<file path="src/rtl/game_controller.sv">
// Puzzle sequencer: board selection, swap application, move counting, solve detection.
// Latency: swap visible 1 cycle after swap_req, WINNED 1 cycle after a solved board is visible.
// Backpressure: none; pulses arriving in states that ignore them are dropped.
// Optional move limit enabled by defining GAME_MOVE_LIMIT_EN.
module game_controller #(
   parameter int          MOVE_W    = 7,
   parameter int          MAX_MOVES = 99,
   parameter logic [11:0] SOLVED    = 12'b000_001_010_011
) (
   input  logic              clk_d,
   input  logic              rst,
   input  logic              confirm,
   input  logic              abort,
   input  logic              swap_req,
   input  logic [1:0]        swap_a,
   input  logic [1:0]        swap_b,
   input  logic [11:0]       board_in,
   output logic [1:0]        game_status,
   output logic [11:0]       board,
   output logic [MOVE_W-1:0] move_cnt,
   output logic              swap_ack,
   output logic              win,
   output logic              lost
);

   // State encoding doubles as the game_status code driven to the board generator.
   typedef enum logic [1:0] {
      CHOSE_BOARD  = 2'b00,
      GAME_INITIAL = 2'b10,
      GAMING       = 2'b01,
      WINNED       = 2'b11
   } state_t;

`ifdef GAME_MOVE_LIMIT_EN
   localparam bit LIMIT_ON = 1'b1;
`else
   localparam bit LIMIT_ON = 1'b0;
`endif
   localparam logic [MOVE_W-1:0] MAX_CNT = MOVE_W'(MAX_MOVES);
   localparam logic [MOVE_W-1:0] SAT_CNT = {MOVE_W{1'b1}};

   state_t            state, state_nxt;
   logic [11:0]       board_nxt, board_swapped;
   logic [MOVE_W-1:0] cnt_nxt, cnt_inc;
   logic [3:0]        pos_a, pos_b;
   logic              ack_nxt, lost_nxt, swap_ok;

   // Candidate board with slots swap_a/swap_b exchanged, plus saturating move count.
   always_comb begin
      pos_a         = 4'd11 - 4'd3 * {2'b00, swap_a};
      pos_b         = 4'd11 - 4'd3 * {2'b00, swap_b};
      board_swapped = board;
      board_swapped[pos_a -: 3] = board[pos_b -: 3];
      board_swapped[pos_b -: 3] = board[pos_a -: 3];
      swap_ok       = swap_req && (swap_a != swap_b);
      cnt_inc       = (move_cnt == SAT_CNT) ? move_cnt : move_cnt + MOVE_W'(1);
   end

   // Next-state and next-output decode; abort outranks swaps while playing.
   always_comb begin
      state_nxt = state;
      board_nxt = board;
      cnt_nxt   = move_cnt;
      ack_nxt   = 1'b0;
      lost_nxt  = 1'b0;
      case (state)
         CHOSE_BOARD: begin
            board_nxt = board_in;
            if (confirm) state_nxt = GAME_INITIAL;
         end
         GAME_INITIAL: begin
            board_nxt = board_in;
            cnt_nxt   = '0;
            state_nxt = GAMING;
         end
         GAMING: begin
            if (abort) begin
               state_nxt = CHOSE_BOARD;
            end else begin
               // Solve check looks at the board already visible on the outputs.
               if (board == SOLVED) state_nxt = WINNED;
               if (swap_ok) begin
                  board_nxt = board_swapped;
                  cnt_nxt   = cnt_inc;
                  ack_nxt   = 1'b1;
                  // Limit only loses when the limiting swap does not solve the board.
                  if (LIMIT_ON && (cnt_inc == MAX_CNT) && (move_cnt != MAX_CNT) &&
                      (board_swapped != SOLVED) && (board != SOLVED)) begin
                     lost_nxt  = 1'b1;
                     state_nxt = CHOSE_BOARD;
                  end
               end
            end
         end
         WINNED: begin
            if (confirm || abort) state_nxt = CHOSE_BOARD;
         end
         default: state_nxt = CHOSE_BOARD;
      endcase
   end

   // State and registered outputs; rst wins over every input.
   always_ff @(posedge clk_d) begin
      if (rst) begin
         state    <= CHOSE_BOARD;
         board    <= SOLVED;
         move_cnt <= '0;
         swap_ack <= 1'b0;
         win      <= 1'b0;
         lost     <= 1'b0;
      end else begin
         state    <= state_nxt;
         board    <= board_nxt;
         move_cnt <= cnt_nxt;
         swap_ack <= ack_nxt;
         win      <= (state_nxt == WINNED);
         lost     <= lost_nxt;
      end
   end

   assign game_status = state;

endmodule

</file>
<file path="config.mk">
export PLATFORM = sky130hd
export DESIGN_NAME = game_controller
export DESIGN_NICKNAME = d
export VERILOG_FILES = /design/src/rtl/game_controller.sv
export SDC_FILE = /design/constraint.sdc
export NUM_CORES = 1
export LEC_CHECK = 0
export ABC_AREA = 1
export BUFFER_PORTS_ARGS = -buffer_cell sky130_fd_sc_hd__buf_4
export CAP_MARGIN = 10
export CELL_PAD_IN_SITES_DETAIL_PLACEMENT = 0
export CELL_PAD_IN_SITES_GLOBAL_PLACEMENT = 1
export CORE_AREA = 2 2 82 84
export CTS_CLUSTER_DIAMETER = 30
export DETAILED_ROUTE_END_ITERATION = 7
export DIE_AREA = 0 0 84 86
export PLACE_DENSITY = 0.87
export SYNTH_ARGS = -nofsm -noshare
export SYNTH_HDL_FRONTEND = slang
export SYNTH_SLANG_ARGS = --single-unit
</file>
<file path="constraint.sdc">
create_clock -name clk_d -period 4.8 [get_ports clk_d]
set_input_delay 0 -clock clk_d [delete_from_list [all_inputs] [get_ports clk_d]]
set_output_delay 0 -clock clk_d [all_outputs]
set_load 0.05 [all_outputs]
</file>
==> metrics.log, run 1 <==
[metrics] CP max stage delay: 0.60 ns
[metrics] final critical path time including I/O delays and setup: ~2.4 ns
[metrics] synth-to-layout area growth: 14.52%
[metrics] EDFF count, synth: 0
[metrics] power per cell area: roughly 220 nW/µm²
[metrics] Final Cycle Share: between 40% and 50%
[metrics] initial cell density of the core: between 40% and 50%
[metrics] setup slack of the worst register-to-register path: around 2.9 ns
[metrics] Worst Reg2Reg Path Length in Cells: 14
[metrics] DR iter-0 viols: 244
[metrics] FF-to-FF End: board[3]
[metrics] core region area: 6277 µm²
[metrics] residual DRC count: 0
[metrics] signal arrival time at the worst endpoint: ~2.6 ns
[metrics] placed instance count: roughly 550
[metrics] clock sink total: 23
[metrics] hold violation total from the final report: 0
[metrics] most common library cell in the layout ignoring fill and taps: nand2_1
[metrics] total power consumption of the routed design: 647.4 µW
[metrics] clock insertion delay at the later pin of the skew report: 0.27 ns
[metrics] Crit path top cell by count: nand2_1
[metrics] worst setup slack before clock tree synthesis: ~2.2 ns
[metrics] final global-route overflow total: 0
[metrics] hpwl dp: between 6 and 7 mm
[metrics] launch point of the worst hold path: rst
[metrics] post-CTS setup repair buffer count: 0
[metrics] iteration count of the initial detailed-routing pass: 6
[metrics] Leak: roughly 1.4 nW
[metrics] area fraction of the dominant cell type after synthesis: between 20% and 30%
[metrics] total area of multi-input combinational cells: 1794 µm²
[metrics] final setup violation count: 0
[metrics] Slew Limit Fails: 0
[metrics] Synth Net Count: approximately 480
[metrics] minimum setup slack in the final design: between 2 and 2.5 ns
[metrics] non-filler instance count after layout: ~550
[metrics] total non-filler cell area in the finished layout: approximately 2900 µm²
[metrics] clock tree from TritonCTS: yes
[metrics] antenna fix cells: 0
[metrics] number of stages on the worst hold path: 2
[metrics] cells along the critical path: buf_4 -> inv_1 -> ha_1 -> inv_1 -> nor2_1 -> nand2_1 -> nand2_1 -> o21ai_1 -> nand2_2 -> nand2_1 -> nand3_2 -> nand3_1 -> nand3_1 -> nand2_1 -> a21oi_1
[metrics] crit path launch type: input port
[metrics] relative slew slack: 57.15%
[metrics] worst setup path start: swap_a[0]
[metrics] Tightest Pin Transition: around 0.64 ns
[metrics] count of boundary I/O pins: 45
[metrics] register bit total from synthesis: 23
[metrics] Final ANT Viol Nets: 0
[metrics] Finished Core Util: a little under half
[metrics] footprint of the flip-flops and latches: approximately 460 µm²
[metrics] Bufs on Longest Clock Path: 2
[metrics] initial antenna violation count: 0
[metrics] H-Tree Level Count: 1
[metrics] unrepaired setup endpoints after global routing: no
[metrics] async set-or-reset flop fraction in the synthesized netlist: 0%
[metrics] Routed WL: 8.385 mm
[metrics] status: complete, no violations
[metrics] Hold Buf Count CTS: 0
[metrics] Yosys cell types: 39
[metrics] sequential-to-total area share from yosys stat: a little under a fifth
[metrics] routed wirelength normalized by instance count: 15.19 µm
[metrics] gpl congestion: roughly 1.0
[metrics] final worst clock skew: 0.005071 ns
[metrics] Hold Crit Class: input port to flop
[metrics] critical path class: input port to flop
[metrics] share of post-route cells with drive strength above 1: between 10% and 20%
[metrics] die span in x: between 80 and 90 µm
[metrics] die height: 86 µm
[metrics] global-route wire length before repair: ~14 mm
[metrics] overall via count from detail_route: 2,982
[metrics] largest voltage drop on the vdd net: roughly 150 µV
[metrics] clock-pin slew on the worst setup and hold paths: around 0.080 ns
[metrics] number of max-capacitance violations reported: 0
[metrics] CP Data Required Time: between 5 and 6 ns
[metrics] number of warnings issued by yosys: 0
[metrics] count of mapped cells out of synthesis: roughly 440
[metrics] Port-buffer cells: 43
[metrics] cell types with the largest area share after synthesis: nand2_1, dfxtp_1, nand3_1
[metrics] Critical Path Fanout Max: 23
[metrics] f_max: approximately 0.42 GHz
[metrics] hold-critical path endpoint: board[10]
[metrics] Final TNS setup: 0 ns
[metrics] cell with the largest stage delay on the worst path: ha_1
[metrics] number of global-route vias before repair: between 2,000 and 3,000
[metrics] commonest non-fill, non-tap cells in the layout: nand2_1, nor2_1, nand3_1
[metrics] worst hold margin: ~0.018 ns
[metrics] mean number of vias per cell: between 5 and 6
[metrics] post-synthesis cell type with the largest combined area: nand2_1
[metrics] # nets final: 513
[metrics] summed instance area of the synthesized netlist: ~2500 µm²
[metrics] largest net degree at the start of global routing: 24
[metrics] Placement Rows: 29
[metrics] die outline area: approximately 7200 µm²
[metrics] Clock Tree Root: clkbuf_8
[metrics] predominant post-synthesis flop cell: dfxtp_1
[metrics] gr usage total: a little under a quarter
[metrics] total CTS buffers: 3
[metrics] total cell area at the placement stage: roughly 2900 µm²
[metrics] average size of a mapped cell: between 5 and 6 µm²
[metrics] origin of the critical flop-to-flop path: board[1]
[metrics] fill count: about 700
[metrics] number of resized instances in the post-cts repair step: 0
[metrics] kind of end point of the critical path: flop
area by class of cell:
| cell class | count | share of cell area, % |
|---|---|---|
| inverter | 47 | 6.317 |
| clock inverter | 1 | 0.1719 |
| multi-input combinational | 357 | 61.62 |
| sequential | 23 | 15.81 |
| clock buffer | 3 | 1.418 |
| timing repair buffer | 44 | 11.35 |
| tap | 77 | 3.309 |
report_power, final:
| group | switching (mW) | total, mW | internal (mW) |
|---|---|---|---|
| Combinational | 0.202 | 0.295 | 0.0926 |
| Clock | 0.0634 | 0.121 | 0.0580 |
| Sequential | 0.0285 | 0.231 | 0.203 |
| Total | 0.294 | 0.647 | 0.353 |
critical path, delay by kind of cell:
| family | cells | cell delay (ns) |
|---|---|---|
| fa+ha+maj | 1 | 0.60 |
| compound gates | 2 | 0.19 |
| simple gates | 9 | 0.93 |
| buf+inv | 3 | 0.84 |
how the worst max path moves through the flow:
stage                     slack (ns)          end  cells after the start
after floorplan                 2.78  move_cnt[5]                     13
final                           2.44     board[5]                     15
after global placement          2.25     board[5]                     15
after detailed placement        2.21     board[5]                     15
after CTS                       2.48     board[3]                     17
after global routing            2.12    board[11]                     15
Yosys cell counts, types with 3 or more instances:
master	instances
nand3_2	5
nand2_1	138
buf_2	5
nand2_2	9
ha_1	16
a21oi_2	3
nor2_1	50
o21ai_0	16
nor2_2	4
o21ai_1	7
inv_2	5
nor3_1	12
o211ai_1	3
nand4_1	9
dfxtp_1	23
inv_1	40
nand3_1	45
buf_6	5
a21oi_1	21
sequential cells by signal (all words and copies together) (netlist names):
signal       cells
board           12
game_status      2
move_cnt         7
swap_ack         1
win              1
cell families (layout without fill, tap and decap cells):
logic type	Yosys count	count (layout)	share of synthesized area, %
AND/OR/NAND/NOR	283	283	49.71
buffers and inverters	61	95	11.32
flip-flops	23	23	18.11
adder cells (fa/ha/maj)	16	16	7.874
other	1	1	0.1475
AO/OA/AOI/OAI	57	57	12.84
per-layer routing:
| layer | track usage [%] | wire length (µm) | vias to the layer above |
|---|---|---|---|
| li1 | - | - | 1496 |
| met1 | 33.04 | 3825 | 1350 |
| met2 | 37.24 | 3774 | 119 |
| met3 | 3.561 | 520 | 17 |
| met4 | 5.865 | 265 | 0 |
| met5 | 0 | 0 | - |
(Power assumes the default switching activity.)
==> run 2, diff against run 1 <==
- ABC_AREA: 1 -> 0
- CORE_AREA: 2 2 82 84 -> 2 2 83 85
- DIE_AREA: 0 0 84 86 -> 0 0 85 87
- PLACE_DENSITY: 0.87 -> 0.8
- clock period: 4.8 -> 2.1 ns (I/O delays scaled with it)
==> metrics.log, run 2 <==
[metrics] initial antenna violation count: 0
[metrics] summed instance area of the synthesized netlist: about 2400 µm²
[metrics] Slew Limit Fails: 0
[metrics] Clock Tree Root: clkbuf_8
[metrics] async set-or-reset flop fraction in the synthesized netlist: 0%
[metrics] Hold Crit Class: input port to flop
[metrics] signal arrival time at the worst endpoint: around 2.1 ns
[metrics] hpwl dp: between 6 and 7 mm
[metrics] average size of a mapped cell: approximately 8.2 µm²
[metrics] final global-route overflow total: 0
[metrics] hold-critical path endpoint: move_cnt[1]
[metrics] sequential fraction of design power: between 30% and 40%
[metrics] cell types with the largest area share after synthesis: dfxtp_1, mux4_2, ha_1
[metrics] Final ANT Viol Nets: 0
[metrics] Critical Path Fanout Max: 7
[metrics] final worst clock skew: ~0.0023 ns
[metrics] placed instance count: around 440
[metrics] Clock Power Share: a little under a fifth
[metrics] DR iter-0 viols: between 200 and 250
[metrics] overall via count from detail_route: approximately 2,700
[metrics] hold violation total from the final report: 0
[metrics] # nets final: approximately 400
[metrics] clock sink total: 23
[metrics] max reg flops: 12
[metrics] predominant post-synthesis flop cell: dfxtp_1
[metrics] f_max: about 0.51 GHz
[metrics] antenna fix cells: 0
[metrics] sequential-to-total area share from yosys stat: approximately a fifth
[metrics] clock-pin slew on the worst setup and hold paths: 0.09 ns
[metrics] clock insertion delay at the later pin of the skew report: roughly 0.27 ns
[metrics] largest net degree at the start of global routing: 19
[metrics] critical path class: flop to flop
[metrics] EDFF count, synth: 0
[metrics] total non-filler cell area in the finished layout: approximately 3100 µm²
[metrics] status: complete, no violations
[metrics] Port-buffer cells: 43
[metrics] CP Data Required Time: roughly 2.3 ns
[metrics] cells along the critical path: mux4_2 -> or2_1 -> a21oi_2 -> o22a_2 -> a2111oi_1 -> or3_1
[metrics] final setup violation count: 0
[metrics] H-Tree Level Count: 1
[metrics] gr usage total: 22.79%
[metrics] die height: 87 µm
[metrics] switching share of total power: approximately 41%
[metrics] power per cell area: 491.9 nW/µm²
[metrics] routed wirelength normalized by instance count: 18.84 µm
[metrics] iteration count of the initial detailed-routing pass: 5
[metrics] number of stages on the worst hold path: 2
[metrics] fill count: 631
[metrics] Final Cycle Share: a little over nine tenths
[metrics] worst hold margin: 0.01527 ns
[metrics] mean number of vias per cell: 6.047
[metrics] total cell area at the placement stage: 3052 µm²
[metrics] register with the most flip-flops: board
[metrics] area fraction of the dominant cell type after synthesis: a little under a fifth
[metrics] number of global-route vias before repair: approximately 2,500
[metrics] Placement Rows: 30
[metrics] total CTS buffers: 3
[metrics] post-synthesis cell type with the largest combined area: dfxtp_1
[metrics] Leak: around 1.2 nW
[metrics] count of boundary I/O pins: 45
[metrics] core region area: between 6000 and 7000 µm²
[metrics] non-filler instance count after layout: around 440
[metrics] total power consumption of the routed design: ~1.5 mW
[metrics] commonest non-fill, non-tap cells in the layout: buf_4, nand2_1, o21ai_0
[metrics] FF-to-FF End: board[3]
[metrics] cell types with the highest counts after synthesis: dfxtp_1, nand2_1, o21ai_0
[metrics] Routed WL: about 8.3 mm
[metrics] Synth Net Count: around 330
[metrics] largest voltage drop on the vdd net: about 270 µV
[metrics] setup slack of the worst register-to-register path: about 0.12 ns
[metrics] die outline area: 7395 µm²
[metrics] count of mapped cells out of synthesis: 296
[metrics] synth-to-layout area growth: 28.72%
[metrics] clock tree from TritonCTS: yes
[metrics] launch point of the worst hold path: rst
[metrics] initial cell density of the core: around 37%
[metrics] Worst Reg2Reg Path Length in Cells: 6
[metrics] Yosys cell types: 60
[metrics] share of post-route cells with drive strength above 1: about a third
[metrics] crit path launch type: flop
[metrics] final critical path time including I/O delays and setup: between 1.5 and 2 ns
[metrics] share of power burned in combinational logic: ~47%
[metrics] CP max stage delay: ~0.47 ns
[metrics] cell with the largest stage delay on the worst path: mux4_2
[metrics] gpl congestion: roughly 1
[metrics] number of warnings issued by yosys: 0
[metrics] die span in x: between 80 and 90 µm
[metrics] origin of the critical flop-to-flop path: board[7]
[metrics] unrepaired setup endpoints after global routing: no
[metrics] global-route wire length before repair: roughly 13 mm
[metrics] number of max-capacitance violations reported: 0
[metrics] register bit total from synthesis: 23
[metrics] residual DRC count: 0
[metrics] most common library cell in the layout ignoring fill and taps: buf_4
[metrics] kind of end point of the critical path: flop
[metrics] switching power of the nets: roughly 630 µW
[metrics] Bufs on Longest Clock Path: 2
[metrics] cell-internal power: 912.0 µW
[run 2: changes by cell type after synthesis, sizes merged, moves of 11 or more]
cell    before  now
nand2b       0   11
mux2i        0   14
inv         47    8
nor2        55   21
nand2      147   23
nand3       50   12
[run 2: critical path, delay by kind of cell (launching register included)]
| kind | cells | cell delay, ns |
|---|---|---|
| AO/OA/AOI/OAI | 3 | 0.39 |
| flip-flops | 1 | 0.41 |
| multiplexers | 1 | 0.47 |
| AND/OR/NAND/NOR | 2 | 0.58 |
[run 2: stage by stage]
stage            TNS, ns  worst slack, ns  util (%)
5_1_grt                0          0.01445     47.64
3_3_place_gp           0          0.02197     46.46
4_1_cts                0          0.09602     47.47
6_report               0           0.1216     47.64
2_1_floorplan          0        0.0008475         -
3_5_place_dp   -0.006654        -0.006654     46.46
[run 2: worst max path at each step]
stage                     depth (start not counted)         to  slack (ns)       from
after global placement                           10   board[9]        0.02  swap_a[0]
after floorplan                                   6  board[11]      0.0008  board[10]
final                                             6   board[3]        0.12   board[7]
after detailed placement                         10   board[3]      -0.007  swap_b[0]
after global routing                              6   board[3]        0.01  board[11]
after CTS                                         7   board[0]         0.1   board[5]
[run 2: cell type report]
class / instances / area, µm² / area share [%]
sequential: 23 / 471.7 / 15.07
timing repair buffer: 78 / 590.6 / 18.87
multi-input combinational: 248 / 1876 / 59.94
tap: 80 / 100.1 / 3.199
clock buffer: 3 / 41.29 / 1.319
clock inverter: 1 / 5.005 / 0.1599
inverter: 10 / 45.04 / 1.439
[run 2: power groups by stage]
stage	Combinational (mW)	Sequential, mW	Clock (mW)
after CTS	0.713	0.528	0.294
final	0.724	0.532	0.283
after global routing	0.776	0.536	0.308
after floorplan	0.385	0.599	0
after detailed placement	0.707	0.539	0
after global placement	0.709	0.539	0
[run 2: routing by layer]
layer	up-vias	part of all wire, %	track usage, %
met4	0	1.8	4.906
met5	-	0	0
met3	18	7.8	4.739
met2	130	46	37.57
li1	1265	-	-
met1	1266	44	30.87
[run 2: logic make-up (layout without fill, tap and decap cells)]
family | after synthesis | in the layout | share of synthesized area, %
mux | 27 | 27 | 15.95
xor+xnor | 4 | 4 | 1.441
other cells | 1 | 1 | 0.1543
buf+inv | 25 | 92 | 5.404
simple gates | 111 | 111 | 24.29
flops | 23 | 23 | 18.94
compound gates | 89 | 89 | 25.58
fa+ha+maj | 16 | 16 | 8.235
[run 2: timing repair]
action	in CTS	in global routing
endpoints found under the hold margin	3	0
hold buffers	2	0
resized for setup	0	6
buffers inserted	0	0
endpoints found under the setup margin	0	3
